## src/rtl/core_cdiv_pkg.sv

```systemverilog
// Shared constants and state encoding for the RV32M divide/remainder unit.
package core_cdiv_pkg;

    localparam logic [2:0] FUNCT3_DIV    = 3'b100;
    localparam logic [2:0] FUNCT3_DIVU   = 3'b101;
    localparam logic [2:0] FUNCT3_REM    = 3'b110;
    localparam logic [2:0] FUNCT3_REMU   = 3'b111;
    localparam logic [6:0] FUNCT7_MULDIV = 7'b0000001;

    typedef enum logic [1:0] {
        DIV_ST_IDLE = 2'd0,
        DIV_ST_BUSY = 2'd1,
        DIV_ST_DONE = 2'd2
    } div_state_e;

endpackage

```

## src/rtl/core_div_iter.sv

```systemverilog
// Restoring divider datapath: one quotient bit per step, down-counter with
// terminal-count flag on the final iteration.
module core_div_iter
    import core_cdiv_pkg::*;
#(
    parameter int XLEN  = 32,
    parameter int CNT_W = 6
) (
    input  logic            CLK,
    input  logic            NRST,
    input  logic            i_start,
    input  logic            i_step,
    input  logic [XLEN-1:0] i_dividend,
    input  logic [XLEN-1:0] i_divisor,
    output logic [XLEN-1:0] o_quo,
    output logic [XLEN-1:0] o_rem,
    output logic            o_last
);

    logic [XLEN-1:0]  r_quo;
    logic [XLEN-1:0]  r_rem;
    logic [XLEN-1:0]  r_div;
    logic [CNT_W-1:0] r_cnt;

    logic [XLEN:0]    w_shift;
    logic             w_ge;
    logic [XLEN-1:0]  w_sub;

    // Shifted partial remainder needs one extra bit; when it overflows XLEN
    // bits the difference still fits, so the low-bit subtract is exact.
    assign w_shift = {r_rem, r_quo[XLEN-1]};
    assign w_ge    = (w_shift >= {1'b0, r_div});
    assign w_sub   = w_shift[XLEN-1:0] - r_div;

    always_ff @(posedge CLK or negedge NRST) begin
        if (!NRST) begin
            r_quo <= '0;
            r_rem <= '0;
            r_div <= '0;
            r_cnt <= '0;
        end else if (i_start) begin
            r_quo <= i_dividend;
            r_rem <= '0;
            r_div <= i_divisor;
            r_cnt <= CNT_W'(XLEN);
        end else if (i_step && (r_cnt != '0)) begin
            r_quo <= {r_quo[XLEN-2:0], w_ge};
            r_rem <= w_ge ? w_sub : w_shift[XLEN-1:0];
            r_cnt <= r_cnt - CNT_W'(1);
        end
    end

    assign o_quo  = r_quo;
    assign o_rem  = r_rem;
    assign o_last = (r_cnt == CNT_W'(1));

endmodule

```

## src/rtl/core_cdiv.sv

```systemverilog
// Iterative DIV/DIVU/REM/REMU controller: handshakes, special cases, sign fix-up.
//   state | meaning
//   IDLE  | ready for a new op
//   BUSY  | datapath iterating, pipeline stalled
//   DONE  | result presented until writeback takes it
module core_cdiv
    import core_cdiv_pkg::*;
#(
    parameter int XLEN  = 32,
    parameter int CNT_W = 6
) (
    input  logic            CLK,
    input  logic            NRST,
    input  logic            VALID_IN,
    output logic            READY_IN,
    input  logic [2:0]      FUNCT3,
    input  logic [XLEN-1:0] OP_A,
    input  logic [XLEN-1:0] OP_B,
    input  logic            FLUSH,
    output logic            VALID_OUT,
    input  logic            READY_OUT,
    output logic [XLEN-1:0] RESULT,
    output logic            STALL
);

    localparam logic [XLEN-1:0] MIN_NEG = {1'b1, {(XLEN-1){1'b0}}};

    div_state_e      r_state, w_state_nxt;
    logic            r_neg_q, r_neg_r, r_sel_rem, r_special;
    logic [XLEN-1:0] r_spec_res;

    logic            w_signed, w_fire, w_div_zero, w_ovf, w_special;
    logic            w_last, w_start, w_step;
    logic [XLEN-1:0] w_abs_a, w_abs_b, w_quo, w_rem, w_q_fix, w_r_fix, w_res;

    assign w_signed   = !FUNCT3[0];
    assign READY_IN   = (r_state == DIV_ST_IDLE);
    assign w_fire     = VALID_IN && READY_IN && FUNCT3[2] && !FLUSH;
    assign w_div_zero = (OP_B == '0);
    assign w_ovf      = w_signed && (OP_A == MIN_NEG) && (OP_B == '1);
    assign w_special  = w_div_zero || w_ovf;

    assign w_abs_a = (w_signed && OP_A[XLEN-1]) ? -OP_A : OP_A;
    assign w_abs_b = (w_signed && OP_B[XLEN-1]) ? -OP_B : OP_B;

    assign w_start = w_fire && !w_special;
    assign w_step  = (r_state == DIV_ST_BUSY);

    core_div_iter #(
        .XLEN  (XLEN),
        .CNT_W (CNT_W)
    ) u_iter (
        .CLK        (CLK),
        .NRST       (NRST),
        .i_start    (w_start),
        .i_step     (w_step),
        .i_dividend (w_abs_a),
        .i_divisor  (w_abs_b),
        .o_quo      (w_quo),
        .o_rem      (w_rem),
        .o_last     (w_last)
    );

    always_comb begin
        w_state_nxt = r_state;
        case (r_state)
            DIV_ST_IDLE: if (w_fire) w_state_nxt = w_special ? DIV_ST_DONE : DIV_ST_BUSY;
            DIV_ST_BUSY: if (w_last) w_state_nxt = DIV_ST_DONE;
            DIV_ST_DONE: if (READY_OUT) w_state_nxt = DIV_ST_IDLE;
            default:     w_state_nxt = DIV_ST_IDLE;
        endcase
        if (FLUSH) w_state_nxt = DIV_ST_IDLE;
    end

    always_ff @(posedge CLK or negedge NRST) begin
        if (!NRST) begin
            r_state    <= DIV_ST_IDLE;
            r_neg_q    <= 1'b0;
            r_neg_r    <= 1'b0;
            r_sel_rem  <= 1'b0;
            r_special  <= 1'b0;
            r_spec_res <= '0;
        end else begin
            r_state <= w_state_nxt;
            if (w_fire) begin
                r_neg_q   <= w_signed && (OP_A[XLEN-1] ^ OP_B[XLEN-1]);
                r_neg_r   <= w_signed && OP_A[XLEN-1];
                r_sel_rem <= FUNCT3[1];
                r_special <= w_special;
                // Special-case results bypass sign correction entirely.
                if (w_div_zero) r_spec_res <= FUNCT3[1] ? OP_A : '1;
                else            r_spec_res <= FUNCT3[1] ? '0 : MIN_NEG;
            end
        end
    end

    assign w_q_fix = r_neg_q ? -w_quo : w_quo;
    assign w_r_fix = r_neg_r ? -w_rem : w_rem;
    assign w_res   = r_special ? r_spec_res : (r_sel_rem ? w_r_fix : w_q_fix);

    assign VALID_OUT = (r_state == DIV_ST_DONE) && !FLUSH;
    assign RESULT    = VALID_OUT ? w_res : '0;
    assign STALL     = (r_state == DIV_ST_BUSY)
                     || ((r_state == DIV_ST_DONE) && !READY_OUT)
                     || w_fire;

endmodule
```

## config.mk

```make
export PLATFORM = sky130hd
export DESIGN_NAME = core_cdiv
export DESIGN_NICKNAME = d
export VERILOG_FILES = /design/src/rtl/core_cdiv_pkg.sv /design/src/rtl/core_div_iter.sv /design/src/rtl/core_cdiv.sv
export SDC_FILE = /design/constraint.sdc
export NUM_CORES = 1
export LEC_CHECK = 0
export CORE_UTILIZATION = 35
export CTS_CLUSTER_SIZE = 14
export DETAILED_ROUTE_END_ITERATION = 7
export PLACE_DENSITY_LB_ADDON = 0.12
export SKIP_CTS_REPAIR_TIMING = 1
export SYNTH_ARGS = -nofsm -noshare
export SYNTH_HDL_FRONTEND = slang
export SYNTH_HIERARCHICAL = 1
export SYNTH_SLANG_ARGS = --single-unit
```

## constraint.sdc

```tcl
create_clock -name CLK -period 5.3 [get_ports CLK]
set_clock_uncertainty 0.2 [all_clocks]
set_input_delay 1.06 -clock CLK [delete_from_list [all_inputs] [get_ports CLK]]
set_output_delay 1.06 -clock CLK [all_outputs]
set_load 0.1 [all_outputs]
```

* Word-level counts from Yosys, hierarchy flattened *
Cells that the tools add are included.

word-level totals
  output and inout port bits = 35
  memories kept = 0
  bits in latches = 0
  memory bits (read-only) = 0
  flip-flop bits (word level) = 140
  bits in writable memories = 0
  word-level logic and storage cells = 73
  bits of input ports = 72

cells by class
  multipliers = 0
  add/sub/neg operators = 6
  eq/ne operators = 8
  div/mod/pow operators = 0
  reductions and logical operators = 24
  shift operators = 0
  bitwise gates (word level) = 1
  mux-type cells = 23
  order comparisons = 1

operators with widths
  operator                                               count
  two-way mux 32 bit                                     15
  negation 32 bit                                        4
  == test 32 bit, second input constant                  2
  >= comparator 33 x 32 -> 1 bit                         1
  logical NOT 32 bit                                     1
  subtractor 32 bit                                      1
  logical AND 1 bit                                      12
  two-way mux 6 bit                                      2
  two-way mux 2 bit                                      5
  == test 6 x 1 -> 1 bit, second input constant          1
  inequality test 3 bit, second input constant           2
  one-hot mux 2 bit (3 select lines)                     1
  nonzero test 6 bit                                     1
  subtractor 6 x 1 -> 6 bit, second input constant       1
  logical NOT 1 bit                                      4
  logical OR 1 bit                                       3
  inequality test 3 x 1 -> 1 bit, second input constant  1
  AND reduction 3 bit                                    1
  == test 2 x 1 -> 1 bit, second input constant          1
  == test 2 bit, second input constant                   1
  logical NOT 2 bit                                      1
  nonzero test 2 bit                                     1
  bitwise XOR 1 bit                                      1

* Logic depth before layout (Yosys ltp) *
  word-level depth = 8
  depth in mapped cells = 14
  gate-level depth less buffers = 12

* Hierarchy *
The synthesis kept the hierarchy.

modules (own cells, without submodules)
  module         cells an instance  area an instance (µm²)  times used  sequential area each (µm²)
  core_div_iter  722                6329.8                  1           2552.4
  core_cdiv      710                5262.5                  1           950.9

* Worst setup path before layout *
No wires, ideal clock.

  path type = input -> output
  start = input port FLUSH
  end = output port RESULT[29]
  arrival time = 4.520 ns
  data required time = 4.040 ns
  stages = 5
  path slack = -0.480 ns
  buffers on the path = 1
  cell sequence = or3b_2 -> inv_1 -> buf_1 -> o221ai_1 -> a21oi_1

on the way
  longest elaborated chain between the ends = 3

ends and longest elaborated chain
  what                 RTL line          text
  start: declaration   core_cdiv.sv:19   input logic FLUSH,
  logical NOT 1 bit    core_cdiv.sv:101  assign VALID_OUT = (r_state == DIV_ST_DONE) && !FLUSH;
  logical AND 1 bit    core_cdiv.sv:101
  named net VALID_OUT  core_cdiv.sv:20   output logic VALID_OUT,
  two-way mux 32 bit   core_cdiv.sv:102  assign RESULT = VALID_OUT ? w_res : '0;
  end: declaration     core_cdiv.sv:22   output logic [XLEN-1:0] RESULT,

The timed path passes the listed nets, and every way through them passes these cells.

* Worst setup path in the final report *
  start = register u_iter.r_quo[0], in the netlist u_iter/o_quo[0]
  end = output port RESULT[20]

on the way
  longest elaborated chain between the ends = 5

ends and longest elaborated chain
  what                             RTL line             text
  start: declaration               core_div_iter.sv:20  logic [XLEN-1:0] r_quo;
  start signal: assignment         core_div_iter.sv:42  r_quo <= i_dividend;
  start signal: assignment         core_div_iter.sv:47  r_quo <= {r_quo[XLEN-2:0], w_ge};
  negation 32 bit                  core_cdiv.sv:97      assign w_q_fix = r_neg_q ? -w_quo : w_quo;
  two-way mux 32 bit               core_cdiv.sv:97
  two-way mux 32 bit (2 in a row)  core_cdiv.sv:99      assign w_res = r_special ? r_spec_res : (r_sel_rem ? w_r_fix : w_q_fix);
  two-way mux 32 bit               core_cdiv.sv:102

Every way passes these cells.

==> results.py <==
metrics = {
    "worst_setup_path": {
        "cpLargestDelayFamily": "simple AND/OR/NAND/NOR gates",
        "critical_path_class": "flop to output port",
        "cp.arrival_ns": 3.63,
        "cpMaxStageDelayCell": "o41ai_1",
        "start_kind": "flop",
        "crit_chain": "inv_1, ha_1, nor4b_1, nand4_1, o41ai_1, xnor2_1, a32oi_1, o21ai_0, buf_12",
        "critPathMaxStageDelay_ns": 0.56,
        "r2r_end": "u_iter/o_rem[14]$_DFFE_PN0P_",
        "critPathMaxFanout": 8,
        "reg2reg_setup_slack_ns": 1.36,
        "rr_startpoint": "u_iter/o_rem[23]$_DFFE_PN0P_",
        "reg2reg_depth": 11,
        "path_buf_inv": 2,
        "critPathCaptureType": "output port",
        "critPathRequiredTime_ns": 4.04,
    },
    "global_routing": {
        "grt_start_max_net_pins": 81,
        "antenna_found_initial": 0,
        "global_route.overflow_total": 0,
        "grtUsageTotal_pct": 23.1,
        "grt_pass1_vias": 10300,
        "grt_pass1_wl_um": 60000,
    },
    "floorplan": {
        "die_x_um": 184,
        "dieArea_mm2": 0.0339,
        "num_rows": 66,
        "pin_count": 107,
        "core_area_mm2": 0.0325,
        "die_y_um": 184,
        "start_util_pct": 35.6,
    },
    "sta": {
        "finalHoldViolCount": 0,
        "setup_tns_ns": 0,
        "rsz0062_at_grt": "no",
        "worst_slew_pin_slew_ns": 1.07,
        "setup_violations": 0,
        "finalCritPeriodShare_pct": 92.2,
        "drv_slew": 0,
        "min_period_ns": 4.89,
        "slew_headroom_pct": 28.8,
        "fmax_mhz": 205,
    },
    "yosys": {
        "ys_seq_elements": 140,
        "synthCells": 1432,
        "avgSynthCellArea_um2": 8.10,
        "ys_warn_count": 6,
        "synth.top_cell.area_share_pct": 30.2,
        "synth_nets": 1544,
        "synth_top_area_cell": "dfrtp_1",
        "synth_area_mm2": 0.0116,
        "netlist_top_cells_count": "nand2_1 (162), o21ai_0 (143), dfrtp_1 (140)",
        "async_flop_share_pct": 100,
        "synth.most_common_cell": "nand2_1",
        "yosys-top-cells-area": "dfrtp_1 (30%), xnor2_1 (6.4%), o21ai_0 (6.2%)",
        "ys_seq_area_share_pct": 30.2,
        "synth_edf_count": 0,
        "synth_ff_type": "dfrtp_1",
        "synth_cell_types": 82,
    },
    "layout": {
        "utilization_pct": 42.8,
        "diodes": 0,
        "syn2layout_area_growth_pct": 20.2,
        "drive_above_1_share_pct": 10.2,
        "nNetsFinal": 1625,
    },
    "power": {
        "leakage_uw": 0.00542,
        "worst_ir_drop_vdd_v": 0.000269,
        "power_uw": 6850,
        "power_density_mw_per_mm2": 492,
    },
    "worst_hold_path": {
        "hp-class": "flop to flop",
        "hold_depth": 2,
        "hold_start": "r_spec_res[10]$_DFFE_PN0P_",
        "whs_endpoint": "r_spec_res[10]$_DFFE_PN0P_",
    },
    "route": {
        "postRouteAntennaNets": 0,
        "routed-via-count": 10900,
        "firstDrtPassIters": 5,
        "drt-initial-drc-count": 866,
        "drt_drc_violations_left": 0,
        "wl_um": 38000,
        "wl_per_cell_um": 19.3,
        "vias_per_cell": 5.52,
    },
    "clock_network": {
        "cts_buffers": 17,
        "max-clock-path-buffers": 2,
        "htree_levels": 4,
        "clk_pin_slew_ns": 0.06,
        "cts_root_buf": "clkbuf_16",
        "clk_latency_ns": 0.44,
        "cts_tree": "done",
        "cts_sinks": 140,
    },
    "run_status": {
        "status": "complete, no violations",
    },
    "flow_run": {
        "cap_violations": 0,
    },
    "placement": {
        "dp_hpwl_um": 28500,
        "port_buffers": 106,
        "place.gp.congestion": 0.895,
    },
}
==> layout make-up <==
type / instances / area [µm²]
clock buffer: 19 / 443
fill: 3367 / 18600
sequential: 140 / 3500
timing repair buffer: 143 / 1540
multi-input combinational: 1145 / 7520
clock inverter: 13 / 119
inverter: 66 / 248
tap: 442 / 553
==> tightest hold or removal path, stage by stage (launching register included) <==
cell     delay [ns]
dfrtp_1        0.35
nand2_1        0.05
o31ai_1        0.05
==> stage by stage <==
stage / cell area (µm²) / setup WS [ns] / std cells / hold slack (ns)
finish: 13900 / 0.413 / 1968 / 0.281
detailed placement: 13400 / 0.466 / 1936 / 0.268
global route: 13900 / 0.189 / 1968 / 0.300
CTS: 13900 / 0.507 / 1968 / 0.283
global placement: 13400 / 0.521 / 1936 / 0.260
floorplan: 11600 / -0.0819 / 1432 / 0.240
==> logic make-up (layout without fill, tap and decap cells) <==
group | Yosys count | in the layout | synth area share, %
AO/OA/AOI/OAI | 439 | 439 | 25.4
multiplexers | 47 | 47 | 4.11
XOR/XNOR | 139 | 139 | 10.5
flip-flops | 140 | 140 | 30.2
buffers and inverters | 147 | 241 | 5.21
AND/OR/NAND/NOR | 480 | 480 | 20.2
adder cells (fa/ha/maj) | 40 | 40 | 4.38
==> sequential cells by signal, indices dropped and copies added, names as in the netlist <==
| name | cells |
|---|---|
| u_iter/r_cnt | 6 |
| r_spec_res | 32 |
| r_neg_r | 1 |
| u_iter/r_div | 32 |
| r_state | 2 |
| u_iter/o_quo | 32 |
| u_iter/o_rem | 32 |
| r_special | 1 |
| r_neg_q | 1 |
| r_sel_rem | 1 |
==> how the worst max path moves through the flow <==
stage / start / endpoint / slack (ns) / cells past startpoint
finish: u_iter/o_quo[0]$_DFFE_PN0P_ / RESULT[20] / 0.41 / 9
global route: u_iter/o_quo[0]$_DFFE_PN0P_ / RESULT[20] / 0.19 / 9
CTS: u_iter/o_quo[0]$_DFFE_PN0P_ / RESULT[20] / 0.51 / 9
detailed placement: OP_A[0] / u_iter/o_rem[31]$_DFFE_PN0P_ / 0.47 / 12
global placement: FLUSH / RESULT[17] / 0.52 / 8
floorplan: FLUSH / RESULT[10] / -0.08 / 4
==> per-layer routing <==
| metal | GRT usage [%] | routed length, µm | share of wire (%) |
|---|---|---|---|
| met1 | 33.8 | 18700 | 49 |
| met5 | 0 | 0 | 0 |
| met4 | 6.83 | 742 | 2.0 |
| met3 | 2.95 | 1640 | 4.3 |
| met2 | 35.1 | 16800 | 44 |
==> placed cells by master, fill, tap and decap left out, types with 6 or more instances in the layout <==
master and count:
nand2_1 162, o21ai_0 142, dfrtp_1 140, nor2_1 103, xnor2_1 85, a21oi_1 80
clkdlybuf4s50_1 71, inv_1 66, o31ai_1 56, xor2_1 54, buf_4 48, mux2i_1 42
nor2b_1 40, nor3_1 40, ha_1 39, nand3_1 27, a211oi_1 25, o41ai_1 23
buf_12 23, or3_1 18, clkbuf_16 17, nand2b_1 13, o21a_1 13, nand4_1 12
or4_1 11, a21o_1 11, nor4_1 9, and3_1 9, o21ai_1 8, o211ai_1 8
or2_2 7, o41ai_2 7, a31oi_1 6, and2_1 6
==> power by group <==
part	total (µW)	internal, µW	switching, µW
sequential	1890	1390	497
clock	1170	659	510
combinational	3800	1530	2270
total	6850	3580	3270
Power figures use the tool's default switching activity.
==> RTL edit (same settings) <==
Encoding of `div_state_e`: now one-hot (3 bits for 3 states).
--- a/src/rtl/core_cdiv_pkg.sv
+++ b/src/rtl/core_cdiv_pkg.sv
@@ -9,6 +9,6 @@
 
-    typedef enum logic [1:0] {
-        DIV_ST_IDLE = 2'd0,
-        DIV_ST_BUSY = 2'd1,
-        DIV_ST_DONE = 2'd2
+    typedef enum logic [2:0] {
+        DIV_ST_IDLE = 3'b001,
+        DIV_ST_BUSY = 3'b010,
+        DIV_ST_DONE = 3'b100
     } div_state_e;
Function: same outputs for any inputs over 4 cycles, from zero or initial values and one cycle with NRST low; so few cycles prove little.
==> RTL edit against the original RTL <==
Sequential cell count up 1. Maximum frequency up 1.2%. Synthesized area up 0.15%. Design area up 1.2%. Wire length up 1.4%. Setup slack better by 0.058 ns. Register-to-register slack better by 0.17 ns. Count of clock-buffer cells in the layout up 2.
Power is not compared: it rests on default switching activity, and its combinational part moved more than twofold at a synthesized area within 25%.
==> RTL edit: results (changes against the original RTL) <==
viasPerCell: 5.61  # +1.7%
drt_iter0_drc: 795  # -8.2%
netlist_instances: 1430  # -0.14%
dr_wl_met3_mm: 1.68  # +2.4%
drive_gt1_frac: 0.103  # +0.000926
arrival_ns: 3.57  # -0.06 ns
wl_mm: 38.5  # +1.4%
layout.nets: 1622  # -0.18%
status: "finished, final reports clean"
synth_nets: 1542  # -0.13%
place_inst: 1933  # -0.15%
cts.htree.levels: 4  # unchanged
clk-insertion-delay-late_ns: 0.43
grt_max_degree: 126  # +56%
gr-usage-met3: 0.0269  # -0.00264
pre_cts_ws_ns: 0.508  # +0.0426 ns
path_clk_slew_ns: 0.06  # about the same
wl_met2_mm: 16.5  # -2.2%
synth_area_leaders: "dfrtp_1 (30%), xnor2_1 (5.9%), o21ai_0 (5.6%)"
grt_use_total: 0.234  # +0.00337
worstPathMaxFanout: 9  # +1
synthTopCellsByCount: "nand2_1 (162), dfrtp_1 (140), o21ai_0 (130)"
routedLengthMet1_mm: 19.4  # +3.7%
use_met1: 0.349  # +0.0106
gp_congestion: 0.890  # -0.57%
synth.distinct_cells: 91  # +11%
detailed_place_hpwl_mm: 28.3  # -0.56%
==> RTL edit: cell types whose count changed after synthesis, moves of 4 or more <==
cell	unedited run	this run
a211oi_1	27	31
a21oi_1	81	86
a32o_1	0	5
nand3_1	27	18
nor3_1	40	34
nor4_1	9	20
o21ai_0	143	130
o21ai_1	7	12
o41ai_1	23	18
o41ai_2	7	2
or4_1	11	17
or4_4	4	8
xnor2_1	85	78
==> RTL edit: cells by family (layout without fill, tap and decap cells) <==
kind of cell    after synthesis  count (layout)  share of synthesized area
compound gates              435             435                      0.249
xor+xnor                    134             134                      0.101
fa+ha+maj                    40              40                     0.0438
buf+inv                     143             235                     0.0509
flops                       141             141                      0.304
mux                          46              46                     0.0402
simple gates                491             491                      0.211
==> RTL edit: path summary, 6_finish.rpt <==
kind	start	to	slack [ns]	depth (start not counted)
max in group asynchronous	NRST	u_iter/o_quo[26]	3.44	2
max	u_iter/o_rem[1]	RESULT[30]	0.47	9
min	r_spec_res[13]	r_spec_res[13]	0.28	2
min reg2reg	r_spec_res[13]	r_spec_res[13]	0.28	2
max reg2reg	u_iter/o_rem[28]	u_iter/o_rem[2]	1.53	11
min in group asynchronous	NRST	u_iter/o_rem[20]	0.36	1
==> RTL edit: power by group <==
part | internal, uW | total [uW] | switching (uW) | leakage, uW
logic | 598 | 1540 | 941 | 0.00346
registers | 1220 | 1400 | 180 | 0.00184
clock network | 872 | 1370 | 494 | 0.000323
==> RTL edit: worst max-delay path: stages, from the launching register on <==
cell and delay [ns]:
dfrtp_1 0.47, inv_1 0.09, ha_1 0.18, nor4b_1 0.43, nand4_1 0.46, or4_1 0.63
nand3_1 0.10, o21ai_0 0.13, a211oi_2 0.41, buf_12 0.23
==> RTL edit: area by class of cell <==
class / count / area [um2]
Clock buffer: 21 / 470
Clock inverter: 10 / 186
Fill cell: 3290 / 18500
Inverter: 65 / 244
Multi-Input combinational cell: 1146 / 7560
Sequential cell: 141 / 3530
Tap cell: 442 / 553
Timing Repair Buffer: 139 / 1560
==> RTL edit: stage by stage <==
| stage | hold WS (ns) | utilization | TNS (ns) | instance area, um2 | power (uW) |
|---|---|---|---|---|---|
| global placement | 0.266 | 0.412 | 0 | 13400 | 2930 |
| CTS | 0.285 | 0.432 | 0 | 14100 | 4320 |
| finish | 0.283 | 0.432 | 0 | 14100 | 4300 |
| detailed placement | 0.271 | 0.412 | 0 | 13400 | 2930 |
| global route | 0.309 | 0.432 | 0 | 14100 | 4560 |
| floorplan | 0.243 | - | -0.947 | 11700 | 2450 |
